### config.mk
export PLATFORM = sky130hd
export DESIGN_NAME = dot_collector
export DESIGN_NICKNAME = d
export VERILOG_FILES = /design/src/rtl/dot_pkg.sv /design/src/rtl/dot_collector_hit_check.sv /design/src/rtl/dot_collector.sv
export SDC_FILE = /design/constraint.sdc
export NUM_CORES = 1
export LEC_CHECK = 0
export ABC_AREA = 1
export CAP_MARGIN = 20
export CORE_UTILIZATION = 60
export DETAILED_ROUTE_END_ITERATION = 7
export PLACE_DENSITY_LB_ADDON = 0.25
export SLEW_MARGIN = 20
export SYNTH_ARGS = -nofsm -noshare
export SYNTH_HDL_FRONTEND = slang
export SYNTH_SLANG_ARGS = --single-unit
### constraint.sdc
create_clock -name Clk -period 10 [get_ports Clk]
set_clock_uncertainty 0.1 [all_clocks]
set_input_delay 1 -clock Clk [delete_from_list [all_inputs] [get_ports Clk]]
set_output_delay 1 -clock Clk [all_outputs]
set_load 0.005 [all_outputs]
### src/rtl/dot_pkg.sv
// dot_pkg: shared constants and types for the dot collector.
//   DOT_X / DOT_Y : fixed dot position table (10-bit pixels). Row 0 holds the
//                   default 16-dot row at (40+32*i, 100); further rows repeat
//                   the X pattern at lower Y so N_DOTS up to 64 is covered.
//   HIT_R_DEF     : default hit radius; HIT_R2 is its square.
//   collector_state_t : scan FSM states.
package dot_pkg;

  localparam int unsigned DOT_TABLE_N = 64;

  localparam logic [9:0] DOT_X [DOT_TABLE_N] = '{
    10'd40, 10'd72, 10'd104, 10'd136, 10'd168, 10'd200, 10'd232, 10'd264,
    10'd296, 10'd328, 10'd360, 10'd392, 10'd424, 10'd456, 10'd488, 10'd520,
    10'd40, 10'd72, 10'd104, 10'd136, 10'd168, 10'd200, 10'd232, 10'd264,
    10'd296, 10'd328, 10'd360, 10'd392, 10'd424, 10'd456, 10'd488, 10'd520,
    10'd40, 10'd72, 10'd104, 10'd136, 10'd168, 10'd200, 10'd232, 10'd264,
    10'd296, 10'd328, 10'd360, 10'd392, 10'd424, 10'd456, 10'd488, 10'd520,
    10'd40, 10'd72, 10'd104, 10'd136, 10'd168, 10'd200, 10'd232, 10'd264,
    10'd296, 10'd328, 10'd360, 10'd392, 10'd424, 10'd456, 10'd488, 10'd520
  };

  localparam logic [9:0] DOT_Y [DOT_TABLE_N] = '{
    10'd100, 10'd100, 10'd100, 10'd100, 10'd100, 10'd100, 10'd100, 10'd100,
    10'd100, 10'd100, 10'd100, 10'd100, 10'd100, 10'd100, 10'd100, 10'd100,
    10'd164, 10'd164, 10'd164, 10'd164, 10'd164, 10'd164, 10'd164, 10'd164,
    10'd164, 10'd164, 10'd164, 10'd164, 10'd164, 10'd164, 10'd164, 10'd164,
    10'd228, 10'd228, 10'd228, 10'd228, 10'd228, 10'd228, 10'd228, 10'd228,
    10'd228, 10'd228, 10'd228, 10'd228, 10'd228, 10'd228, 10'd228, 10'd228,
    10'd292, 10'd292, 10'd292, 10'd292, 10'd292, 10'd292, 10'd292, 10'd292,
    10'd292, 10'd292, 10'd292, 10'd292, 10'd292, 10'd292, 10'd292, 10'd292
  };

  localparam int unsigned HIT_R_DEF = 8;
  localparam int unsigned HIT_R2    = HIT_R_DEF * HIT_R_DEF;

  typedef enum logic [1:0] {
    IDLE = 2'd0,
    SCAN = 2'd1,
    DONE = 2'd2
  } collector_state_t;

endpackage

### src/rtl/dot_collector_hit_check.sv
// hit_check: combinational distance test between player and one dot.
//   i_px, i_py       : latched player position
//   i_dot_x, i_dot_y : dot position from the table
//   i_r2             : hit radius squared
//   o_hit            : dx^2 + dy^2 <= i_r2
module hit_check (
  input  logic [9:0]  i_px,
  input  logic [9:0]  i_py,
  input  logic [9:0]  i_dot_x,
  input  logic [9:0]  i_dot_y,
  input  logic [21:0] i_r2,
  output logic        o_hit
);

  logic signed [10:0] w_dx;
  logic signed [10:0] w_dy;
  logic        [10:0] w_adx;
  logic        [10:0] w_ady;
  logic        [21:0] w_sum;

  // Magnitudes are at most 1023, so each square fits 20 bits and the sum
  // fits 22 bits without overflow.
  always_comb begin
    w_dx  = $signed({1'b0, i_px}) - $signed({1'b0, i_dot_x});
    w_dy  = $signed({1'b0, i_py}) - $signed({1'b0, i_dot_y});
    w_adx = w_dx[10] ? 11'(-w_dx) : 11'(w_dx);
    w_ady = w_dy[10] ? 11'(-w_dy) : 11'(w_dy);
    w_sum = (22'(w_adx) * 22'(w_adx)) + (22'(w_ady) * 22'(w_ady));
    o_hit = (w_sum <= i_r2);
  end

endmodule

### src/rtl/dot_collector.sv
// dot_collector: once per frame, scans the dot table against the player
// position and issues one-cycle kill pulses for live dots within radius.
//   Clk, Reset        : clock, synchronous active-high reset
//   frame_start       : pulse, starts a scan (ignored while busy)
//   respawn           : restores all dots alive, score kept
//   PosX, PosY        : player position, sampled at scan start
//   kill_valid/_idx   : one-cycle kill pulse and eaten dot index
//   kill_vec          : one-hot kill pulses to the per-dot instances
//   alive             : per-dot alive bitmap
//   score             : saturating count of dots eaten
//   busy, scan_done   : scan in progress / end-of-scan pulse
//   all_eaten         : no dot alive
module dot_collector
  import dot_pkg::*;
#(
  parameter  int unsigned N_DOTS  = 16,
  parameter  int unsigned HIT_R   = HIT_R_DEF,
  parameter  int unsigned SCORE_W = 8,
  localparam int unsigned IDX_W   = (N_DOTS > 1) ? $clog2(N_DOTS) : 1
) (
  input  logic               Clk,
  input  logic               Reset,
  input  logic               frame_start,
  input  logic               respawn,
  input  logic [9:0]         PosX,
  input  logic [9:0]         PosY,
  output logic               kill_valid,
  output logic [IDX_W-1:0]   kill_idx,
  output logic [N_DOTS-1:0]  kill_vec,
  output logic [N_DOTS-1:0]  alive,
  output logic [SCORE_W-1:0] score,
  output logic               busy,
  output logic               scan_done,
  output logic               all_eaten
);

  localparam logic [21:0]      R2       = 22'(HIT_R * HIT_R);
  localparam logic [IDX_W-1:0] LAST_IDX = IDX_W'(N_DOTS - 1);

  collector_state_t   r_state;
  logic [IDX_W-1:0]   r_idx;
  logic [9:0]         r_px;
  logic [9:0]         r_py;
  logic [N_DOTS-1:0]  r_alive;
  logic [SCORE_W-1:0] r_score;
  logic               r_kill_valid;
  logic [IDX_W-1:0]   r_kill_idx;
  logic [N_DOTS-1:0]  r_kill_vec;
  logic               r_scan_done;

  logic [5:0]         w_tidx;
  logic               w_in_range;
  logic               w_hit;

  assign w_tidx = 6'(r_idx);

  hit_check u_hit_check (
    .i_px    (r_px),
    .i_py    (r_py),
    .i_dot_x (DOT_X[w_tidx]),
    .i_dot_y (DOT_Y[w_tidx]),
    .i_r2    (R2),
    .o_hit   (w_in_range)
  );

  // Dead dots are skipped so the score can never count a dot twice.
  assign w_hit = (r_state == SCAN) && r_alive[r_idx] && w_in_range;

  always_ff @(posedge Clk) begin
    if (Reset) begin
      r_state      <= IDLE;
      r_idx        <= '0;
      r_px         <= '0;
      r_py         <= '0;
      r_alive      <= '1;
      r_score      <= '0;
      r_kill_valid <= 1'b0;
      r_kill_idx   <= '0;
      r_kill_vec   <= '0;
      r_scan_done  <= 1'b0;
    end else begin
      r_kill_valid <= 1'b0;
      r_kill_vec   <= '0;
      r_scan_done  <= 1'b0;

      case (r_state)
        IDLE: begin
          if (frame_start) begin
            r_px    <= PosX;
            r_py    <= PosY;
            r_idx   <= '0;
            r_state <= SCAN;
          end
        end
        SCAN: begin
          if (r_idx == LAST_IDX) begin
            r_idx   <= '0;
            r_state <= DONE;
          end else begin
            r_idx <= r_idx + 1'b1;
          end
        end
        DONE: begin
          r_scan_done <= 1'b1;
          r_state     <= IDLE;
        end
        default: r_state <= IDLE;
      endcase

      if (w_hit) begin
        r_kill_valid <= 1'b1;
        r_kill_idx   <= r_idx;
        r_kill_vec   <= N_DOTS'(1) << r_idx;
        if (r_score != '1) begin
          r_score <= r_score + 1'b1;
        end
      end

      // Respawn overrides a same-cycle kill: the pulse and score still
      // happen, but the dot stays alive.
      if (respawn) begin
        r_alive <= '1;
      end else if (w_hit) begin
        r_alive[r_idx] <= 1'b0;
      end
    end
  end

  assign kill_valid = r_kill_valid;
  assign kill_idx   = r_kill_idx;
  assign kill_vec   = r_kill_vec;
  assign alive      = r_alive;
  assign score      = r_score;
  assign scan_done  = r_scan_done;
  assign busy       = (r_state != IDLE);
  assign all_eaten  = (r_alive == '0);

endmodule

==> results of run 1 <==
cells in the final DEF, fill, tap and decap left out, types with 8 or more instances in the layout:
cell type / count
conb_1: 24
a21oi_1: 39
inv_1: 354
buf_4: 18
nand2_1: 240
clkbuf_16: 9
ha_1: 113
nand4_1: 25
xor2_1: 18
fa_1: 165
nor2_1: 185
nor3_1: 8
o21ai_0: 48
clkdlybuf4s50_1: 71
dfxtp_1: 70
nand3_1: 50
routing by layer:
layer | global-route usage [%] | routed length, um | vias to the layer above
met5 | 0 | 0 | -
met4 | 5.43 | 346 | 0
met3 | 4.71 | 1320 | 33
met2 | 50.4 | 12100 | 224
met1 | 38.2 | 10700 | 4178
li1 | - | - | 4352
metrics by stage:
| step | hold WS [ns] | cells | setup slack, ns | util (%) | instance area [um^2] |
|---|---|---|---|---|---|
| 6_report | 0.345 | 1731 | 0.730 | 69.9 | 12100 |
| 4_1_cts | 0.346 | 1729 | 0.287 | 69.5 | 12000 |
| 2_1_floorplan | 0.322 | 1422 | 1.21 | - | 10700 |
| 5_1_grt | 0.373 | 1731 | 0.0235 | 69.9 | 12100 |
| 3_5_place_dp | 0.337 | 1715 | 0.337 | 67.9 | 11700 |
| 3_3_place_gp | 0.331 | 1715 | 0.573 | 67.9 | 11700 |
area by class of cell:
class	count	area (um^2)
inverters	363	1360
repair buffers	90	866
flip-flops and latches	72	1440
clock buffers	10	229
clock inverters	4	47.5
well taps	225	282
multi-input cells	967	7850
fillers	1447	5210
sequential cells by signal, indices dropped and copies added, names as in the netlist:
register	cells
r_idx	4
alive	16
score	8
scan_done	1
r_px	10
kill_valid	1
r_state	2
kill_idx	4
r_py	10
kill_vec	16
cells in the mapped netlist (all sizes together), types with 3 or more instances:
cell type / n / area [um^2]
inv: 358 / 1340
nand2: 242 / 913
nor2: 194 / 761
fa: 165 / 3300
ha: 113 / 1410
dfxtp: 72 / 1440
o21ai: 55 / 275
nand3: 52 / 270
a21oi: 39 / 195
nand4: 25 / 156
xor2: 21 / 191
clkbuf: 12 / 46.3
buf: 8 / 48.8
nor3: 8 / 40.0
xnor2: 7 / 61.3
clkinv: 5 / 18.8
nor4: 4 / 25.0
nand3b: 3 / 22.5
or2: 3 / 18.8
cell families after synthesis:
family	count (synthesis)	share of synthesized area, %
XOR/XNOR	28	2.38
adder cells (fa/ha/maj)	278	44.3
AO/OA/AOI/OAI	105	5.19
flip-flops	72	13.5
buffers and inverters	383	13.7
other	2	0.0706
AND/OR/NAND/NOR	532	20.8
worst max-delay path by stage:
stage                                  end                   from  slack [ns]  cells past startpoint
floorplan           alive[14]$_SDFFE_PP1P_  r_idx[1]$_SDFFE_PP0P_        1.21                     42
global placement     score[1]$_SDFFE_PP0P_  r_idx[0]$_SDFFE_PP0P_        0.57                     41
detailed placement   score[1]$_SDFFE_PP0P_  r_idx[0]$_SDFFE_PP0P_        0.34                     41
CTS                  score[1]$_SDFFE_PP0P_  r_idx[0]$_SDFFE_PP0P_        0.29                     41
global route        kill_vec[8]$_SDFF_PP0_  r_idx[0]$_SDFFE_PP0P_        0.02                     44
finish              alive[14]$_SDFFE_PP1P_  r_idx[0]$_SDFFE_PP0P_        0.73                     41
repair_timing:
| action | 4_1_cts | 5_1_grt |
|---|---|---|
| setup endpoints to repair | 0 | 45 |
| setup buffers | 0 | 2 |
| resized for setup | 0 | 11 |
==> results.md, run 1 <==
* Nets at about 1800
* Initial antenna violation count at 0
* CTS sink count at between 70 and 80
* # IOs at 72
* Starting Density at approximately three fifths
* Hold EP: scan_done$_SDFF_PP0_
* F_max at 108 MHz
* Cell variety after synth at 39
* R2r endpoint: alive[14]$_SDFFE_PP1P_
* FFs w/ async S/R, synth at 0%
* Period utilisation layout at 92.7%
* CTS tree: done
* Hold Path Stages at 1
* H-tree Lvls at 3
* CP max FO at 15
* Initial drt markers at ~500
* Hold wc startpoint: r_state[0]$_SDFFE_PP0P_
* Worst R2R Path Depth at 41
* RSZ-0062 raised after global routing: no
* Die width at about 140 um
* CP startpoint kind: register
* Status: finished, final reports clean
* Register-to-Register Setup Slack at 0.73 ns
* Flops & latches, synth at 72
* WL/cell at 14.1 um
* Synth Flop Type: dfxtp_1
* Mapped Cells at 1400
* Layout cell share with drive strength beyond 1 at 3.98%
* Core Footprint at 17300 um^2
* Avg Vias per Cell at 5.08
* Drt first pass iters at 7
* Die ar. at 18300 um^2
* Setup Viol. Count Final at 0
* DRC Markers at 0
* Buffers on Ports at between 70 and 80
* CP required at 10.07 ns
* Worst-path clk slew at around 0.060 ns
* Root Driver: clkbuf_16
* Seq/Total Area, Yosys at around 14%
* Worst r2r src: r_idx[0]$_SDFFE_PP0P_
* Ant diodes at 0
* Final Max Tran Viols at 0
* Post-synth EDFFs at 0
* Hold_buf cts at 0
* Cts bufs inserted at 9
* Max-Cap Viols at 0
* Die height at 135 um
* Endpoints failing hold at 0
* RD Place Congestion at 0.943
* Drt total wl at 24500 um
* CP Capture Type: register
* Bufs and invs on worst path at 9
* Clock latency on the worst-skew pair at 0.33 ns
* Crit path DAT at 9.34 ns
* Worst-Margin Slew at 1.08 ns
* Area of the mapped netlist at between 10000 and 15000 um^2
* Delay of the slowest critical-path stage at around 0.57 ns
* First-pass GRT wire length at 41500 um
* Number of routed nets with antenna violations at 0
* Vias in the first global route at 8847
* Global Route Usage Sum at 29.0%
* Row count at 48
* Tmin final at 9.27 ns
* CP Class: register to register
* Cell family with most CP delay: adder cells
* Area delta synth->final at 13.6%
* Slew margin rel. at 27.7%
* Via Count at 8787
* Setup_tns at 0 ns
* Hold Crit Class: register to register
* Remaining Overflow, GRT at 0
* Avg Inst Size Synth at 7.60 um^2
* Clock Path Buffers at 2
* Synth Warn # at 0
* HPWL Detailed at 21100 um
* Crit-path slowest cell: fa_1
* Largest net degree at the start of global routing at 36
Power of run 1 is left out: the tool's default activity adds up to more than one toggle a clock period on the data nets, which glitch-free logic cannot reach.
==> inputs of run 2 (changes only) <==
ABC_AREA = default   (was 1)
CTS_CLUSTER_DIAMETER = 80   (was default)
==> run 2 against run 1 <==
Register-to-register slack worse by 0.35 ns. Via count is 3.7% lower. Synthesized cell count is 14% lower. Setup slack worse by 0.35 ns. Final area is 2.1% higher. Non-clock buffer count is 18 higher.
==> results.md, run 2 <==
* Via Count at 8464 (was 8787)
* CP required at 10.13 ns (was 10.07 ns)
* HPWL Detailed at 20400 um (was 21100 um)
* Cell variety after synth at 72 (was 39)
* XOR/XNOR Fraction of Synth Area at 3.11% (was 2.38%)
* Ant diodes at 0 (unchanged)
* Slew margin rel. at 42.9% (was 27.7%)
* WL/cell at 15.8 um (was 14.1 um)
* CP max FO at 11 (was 15)
* Largest net degree at the start of global routing at 46 (was 36)
* Synth cell count leaders: inv_1, fa_1, ha_1 (was inv_1, nand2_1, nor2_1)
* # IOs at 72 (unchanged)
* CTS sink count at 72 (unchanged)
* Synth Flop Type: dfxtp_1 (unchanged)
* Global Route Usage Sum at 28.5% (was 29.0%)
* DRC Markers at 0 (unchanged)
* Clock latency on the worst-skew pair at 0.34 ns (was 0.33 ns)
* GR peak layer: met2 (unchanged)
* Die width at 135 um (about the same)
* CTS tree: done (unchanged)
* FFs w/ async S/R, synth at 0% (unchanged)
* Met1 GRT Util at 36.4% (was 38.2%)
* Remaining Overflow, GRT at 0 (unchanged)
* CP startpoint kind: register (unchanged)
* Die ar. at 18200 um^2 (was 18300 um^2)
* Bufs and invs on worst path at 11 (was 9)
* Pre-CTS worst setup slack at 0.00180 ns (was 0.337 ns)
* Commonest cells after routing, fill and taps aside: inv_1, fa_1, ha_1 (was inv_1, nand2_1, nor2_1)
* Seq/Total Area, Yosys at 13.6% (was 13.5%)
* Worst-Margin Slew at 0.851 ns (was 1.08 ns)
* Cell taking the most area after synthesis: fa_1 (unchanged)
* Area delta synth->final at 16.7% (was 13.6%)
* Fraction of the mapped netlist area in simple logic gates at 16.7% (was 20.8%)
* Max-Cap Viols at 0 (unchanged)
* Initial drt markers at 541 (was 514)
* Drt total wl at 24400 um (was 24500 um)
* Largest family of logic cells by synthesized area: adder cells (unchanged)
* Area of the mapped netlist at 10600 um^2 (about the same)
* Mapped Cells at 1202 (was 1400)
* Flops & latches, synth at 72 (unchanged)
* Worst-path clk slew at 0.06 ns (about the same)
* Delay of the slowest critical-path stage at 0.58 ns (was 0.57 ns)
* Status: finished, final reports clean (unchanged)
* Clock Path Buffers at 2 (unchanged)
* Buffers on Ports at 71 (unchanged)
* Period utilisation layout at 96.2% (was 92.7%)
* RD Place Congestion at 0.978 (was 0.943)
* Post-synth EDFFs at 0 (unchanged)
* Setup Viol. Count Final at 0 (unchanged)
* Final Max Tran Viols at 0 (unchanged)
* Synth Area in Compound Gates at 9.50% (was 5.19%)
* Cell family with most CP delay: adder cells (unchanged)
* Layout cell share with drive strength beyond 1 at 8.48% (was 3.98%)
* H-tree Lvls at 3 (unchanged)
* Starting Density at 61.3% (was 61.5%)
* Crit path DAT at 9.76 ns (was 9.34 ns)
* Avg Vias per Cell at 5.48 (was 5.08)
* Post-synthesis mux area share at 1.92% (was 0%)
* Hold_buf cts at 0 (unchanged)
* Vias in the first global route at 8637 (was 8847)
* Row count at 48 (unchanged)
* Worst Slack Setup Final at 0.378 ns (was 0.730 ns)
* Layout Utilization at 71.6% (was 69.9%)
* M2 GR Usage at 49.1% (was 50.4%)
* Initial antenna violation count at 0 (unchanged)
* Hold Crit Class: register to register (unchanged)
* Post-synthesis adder-cell area fraction at 44.6% (was 44.3%)
* Root Driver: clkbuf_16 (unchanged)
* Core Footprint at 17200 um^2 (was 17300 um^2)
* Tmin final at 9.62 ns (was 9.27 ns)
* Avg Inst Size Synth at 8.79 um^2 (was 7.60 um^2)
* CP Capture Type: register (unchanged)
* Die height at 135 um (about the same)
* F_max at 104 MHz (was 108 MHz)
* Nets at 1617 (was 1805)
* Synth top area cells: fa_1, dfxtp_1, ha_1 (unchanged)
* Cts bufs inserted at 9 (unchanged)
* Met3 usage at 4.09% (was 4.71%)
* CP Class: register to register (unchanged)
* Crit-path slowest cell: fa_1 (unchanged)
* Synth top area share at 31.2% (was 31.0%)
* Synth Warn # at 0 (unchanged)
* Endpoints failing hold at 0 (unchanged)
* Count leader, synth: inv_1 (unchanged)
* First-pass GRT wire length at 40400 um (was 41500 um)
* Drt first pass iters at 5 (was 7)
* Number of routed nets with antenna violations at 0 (unchanged)
* Most common cell after layout, fill and taps aside: inv_1 (unchanged)
run 2: cell types whose count changed in the layout (fill, tap and decap cells not counted), moves of 10 or more:
cell and change:
nand2b_1 +22, nand4_1 -20, and2_1 +10, xnor2_1 +14, nand2_1 -144, inv_1 -92, nor2_1 -81, nand3_1 -22
a21o_1 +16, o21ai_0 -31, buf_4 +15
run 2: routing by layer:
| metal | share of wire (%) | wire length, um | vias to the layer above |
|---|---|---|---|
| li1 | - | - | 4041 |
| met1 | 42 | 10200 | 4121 |
| met2 | 49 | 12000 | 255 |
| met3 | 6.0 | 1450 | 47 |
| met4 | 2.9 | 708 | 0 |
| met5 | 0 | 0 | - |
run 2: path summary, 6_finish.rpt:
check        slack [ns]  cells after the start                  start               endpoint
min                0.36                      2   r_px[6]$_SDFFE_PP0P_   r_px[6]$_SDFFE_PP0P_
max reg2reg        0.38                     35  r_idx[0]$_SDFFE_PP0P_  alive[1]$_SDFFE_PP1P_
max                0.38                     35  r_idx[0]$_SDFFE_PP0P_  alive[1]$_SDFFE_PP1P_
min reg2reg        0.36                      2   r_px[6]$_SDFFE_PP0P_   r_px[6]$_SDFFE_PP0P_
run 2: cells by family after synthesis:
| family | Yosys count |
|---|---|
| AO/OA/AOI/OAI | 150 |
| XOR/XNOR | 36 |
| adder cells (fa/ha/maj) | 278 |
| buffers and inverters | 292 |
| flip-flops | 72 |
| multiplexers | 15 |
| other | 2 |
| AND/OR/NAND/NOR | 357 |
run 2: repair_timing:
item,4_1_cts,5_1_grt
endpoints found under the setup margin,1,45
buffers inserted,2,2
cloned,0,2
pin swaps,0,5
gates resized for setup,0,45
run 2: area by class of cell:
cell class                      instances  area [um^2]
Sequential cell                        72         1450
Fill cell                            1304         4900
Tap cell                              225          282
Timing Repair Buffer                  108         1000
Clock buffer                            9          225
Multi-Input combinational cell        860         8290
Inverter                              264          991
Clock inverter                          7          103
run 2: worst min-delay path: cells and delay by family (launching register included):
family | cells | cell delay, ns
compound gates | 1 | 0.05
simple gates | 1 | 0.05
flops | 1 | 0.31
run 2: metrics by stage:
step	setup TNS, ns	std cells	cell area (um^2)	hold slack, ns
after floorplan	0	1224	10700	0.340
after global placement	0	1523	11800	0.349
after detailed placement	0	1523	11800	0.351
after CTS	0	1541	12100	0.362
after global routing	-0.0426	1545	12300	0.377
final	0	1545	12300	0.364
Power of run 2 is left out for the same reason.
==> inputs of run 3 (changes only) <==
CORE_UTILIZATION = 56   (was 60)
clock period = 7.9 ns   (was 10 ns; I/O delays follow)
==> run 3 against run 2 <==
The flow now finishes with violations (negative setup slack). Die area grew 7.0%. Sequential share of layout area shrank 2.0 points. Worst hold slack gained 0.027 ns. Setup slack lost 2.0 ns. Flip-flop and latch count is the same. Highest routed layer unchanged.
==> results.md, run 3 (synthesis gave the netlist of run 2 again) <==
* RD Place Congestion at 0.975 (was 0.978)
* WL/cell at 21.1 um (was 15.8 um)
* DRC Markers at 0 (unchanged)
* Largest net degree at the start of global routing at 46 (unchanged)
* Fill count at 953 (was 1304)
* Drt first pass iters at 7 (was 5)
* Most used cell, CP: inv_2
* Met1 GRT Util at 40.6% (was 36.4%)
* Multi-input logic area at 9010 um^2 (was 8290 um^2)
* Starting Density at 58.1% (was 61.3%)
* FF+latch area at 1450 um^2 (about the same)
* Commonest cells after routing, fill and taps aside: buf_4, inv_1, fa_1 (was inv_1, fa_1, ha_1)
* Initial drt markers at 999 (was 541)
* Slew margin rel. at 42.6% (was 42.9%)
* Crit path DAT at 9.63 ns (was 9.76 ns)
* Buffers on Ports at 71 (unchanged)
* Die height at 139 um (was 135 um)
* Setup Viol. Count Final at 45 (was 0)
* Die ar. at 19400 um^2 (was 18200 um^2)
* Delay of the slowest critical-path stage at 0.57 ns (was 0.58 ns)
* Worst Slack Setup Final at -1.61 ns (was 0.378 ns)
* Avg Vias per Cell at 5.94 (was 5.48)
* Vias in the first global route at 11000 (was 8637)
* Nets at 1840 (was 1617)
* First-pass GRT wire length at 53600 um (was 40400 um)
* Number of routed nets with antenna violations at 0 (unchanged)
* Final Max Tran Viols at 0 (unchanged)
* Cts bufs inserted at 9 (unchanged)
* Met3 usage at 5.85% (was 4.09%)
* CP required at 8.02 ns (was 10.13 ns)
* Ant diodes at 0 (unchanged)
* Clock latency on the worst-skew pair at 0.36 ns (was 0.34 ns)
* RSZ-0062 raised after global routing: yes
* # IOs at 72 (unchanged)
* Die width at 139 um (was 135 um)
* CTS sink count at 72 (unchanged)
* Endpoints failing hold at 0 (unchanged)
* CP Class: register to register (unchanged)
* HPWL Detailed at 23200 um (was 20400 um)
* Initial antenna violation count at 0 (unchanged)
* H-tree Lvls at 3 (unchanged)
* Violated checks: negative setup slack
* Clock Path Buffers at 2 (unchanged)
* GR peak layer: met2 (unchanged)
* Period utilisation layout at 120% (was 96.2%)
* Pre-CTS worst setup slack at -1.34 ns (was 0.00180 ns)
* M2 GR Usage at 62.5% (was 49.1%)
* Max-Cap Viols at 0 (unchanged)
* Worst-path clk slew at 0.07 ns (was 0.06 ns)
* Remaining Overflow, GRT at 0 (unchanged)
* Layout cell share with drive strength beyond 1 at 29.5% (was 8.48%)
* CP Capture Type: register (unchanged)
* F_max at 105 MHz (was 104 MHz)
* CP max FO at 11 (unchanged)
* Status: finished with violations (was finished, final reports clean)
* Hold Crit Class: register to register (unchanged)
* CP startpoint kind: register (unchanged)
* Tmin final at 9.51 ns (was 9.62 ns)
* Via Count at 10500 (was 8464)
* Row count at 49 (was 48)
* Core Footprint at 18200 um^2 (was 17200 um^2)
* Drt total wl at 37400 um (was 24400 um)
* CTS tree: done (unchanged)
* Root Driver: clkbuf_16 (unchanged)
* Worst-Margin Slew at 0.859 ns (was 0.851 ns)
* Global Route Usage Sum at 35.4% (was 28.5%)
* Area delta synth->final at 40.4% (was 16.7%)
* Most common cell after layout, fill and taps aside: buf_4 (was inv_1)
* Crit-path slowest cell: fa_1 (unchanged)
-- run 3: cell count changes in the layout (fill, tap and decap cells not counted), moves of 10 or more --
cell     change
nor2_2      +10
nor2_1      -14
ha_1        -12
inv_1       -18
nand3_1     -13
buf_4      +214
inv_2       +16
nand2_1     -11
ha_4        +11
nand3_2     +11
-- run 3: final cells by class --
cell class | instances | share of cell area [%]
repair buffers | 331 | 18.5
well taps | 229 | 1.93
clock inverters | 6 | 0.649
flip-flops and latches | 72 | 9.77
clock buffers | 10 | 1.69
inverters | 264 | 6.71
multi-input cells | 860 | 60.7
-- run 3: routing by layer --
metal  part of all wire, %  vias up
li1                      -     4480
met1                    35     5058
met2                    47      716
met3                   9.3      279
met4                   8.8        0
met5                     0        -
-- run 3: path summary, 6_finish.rpt --
check | start | endpoint | slack [ns] | cells past startpoint
setup / recovery | r_idx[1]$_SDFFE_PP0P_ | score[4]$_SDFFE_PP0P_ | -1.61 | 39
hold / removal | r_px[4]$_SDFFE_PP0P_ | r_px[4]$_SDFFE_PP0P_ | 0.39 | 2
setup reg to reg | r_idx[1]$_SDFFE_PP0P_ | score[4]$_SDFFE_PP0P_ | -1.61 | 39
hold reg to reg | r_px[4]$_SDFFE_PP0P_ | r_px[4]$_SDFFE_PP0P_ | 0.39 | 2
-- run 3: repair_timing --
| item | 4_1_cts | 5_1_grt |
|---|---|---|
| setup buffers | 22 | 9 |
| gates cloned | 2 | 0 |
| setup endpoints to repair | 45 | 45 |
| gates resized for setup | 73 | 65 |
| pin swaps | 45 | 36 |
| hold buffers | 0 | 0 |
-- run 3: critical path: cells and delay by family, from the launching register on --
family / cells / cell delay [ns]
flops: 1 / 0.40
xor+xnor: 1 / 0.13
simple gates: 8 / 1.71
buf+inv: 13 / 1.22
compound gates: 7 / 1.35
fa+ha+maj: 10 / 4.43
-- run 3: per-stage QoR --
stage	std cells	setup TNS, ns	instance area (um^2)	hold slack (ns)	utilization, %
6_report	1772	-68.33	14800	0.392	81.5
5_1_grt	1772	-72.91	14800	0.411	81.5
4_1_cts	1763	-41.67	14500	0.382	79.5
3_5_place_dp	1723	-53.87	13600	0.369	74.6
3_3_place_gp	1723	-47.06	13600	0.352	74.6
2_1_floorplan	1224	-36.93	11000	0.340	-
Power of run 3 is left out for the same reason.
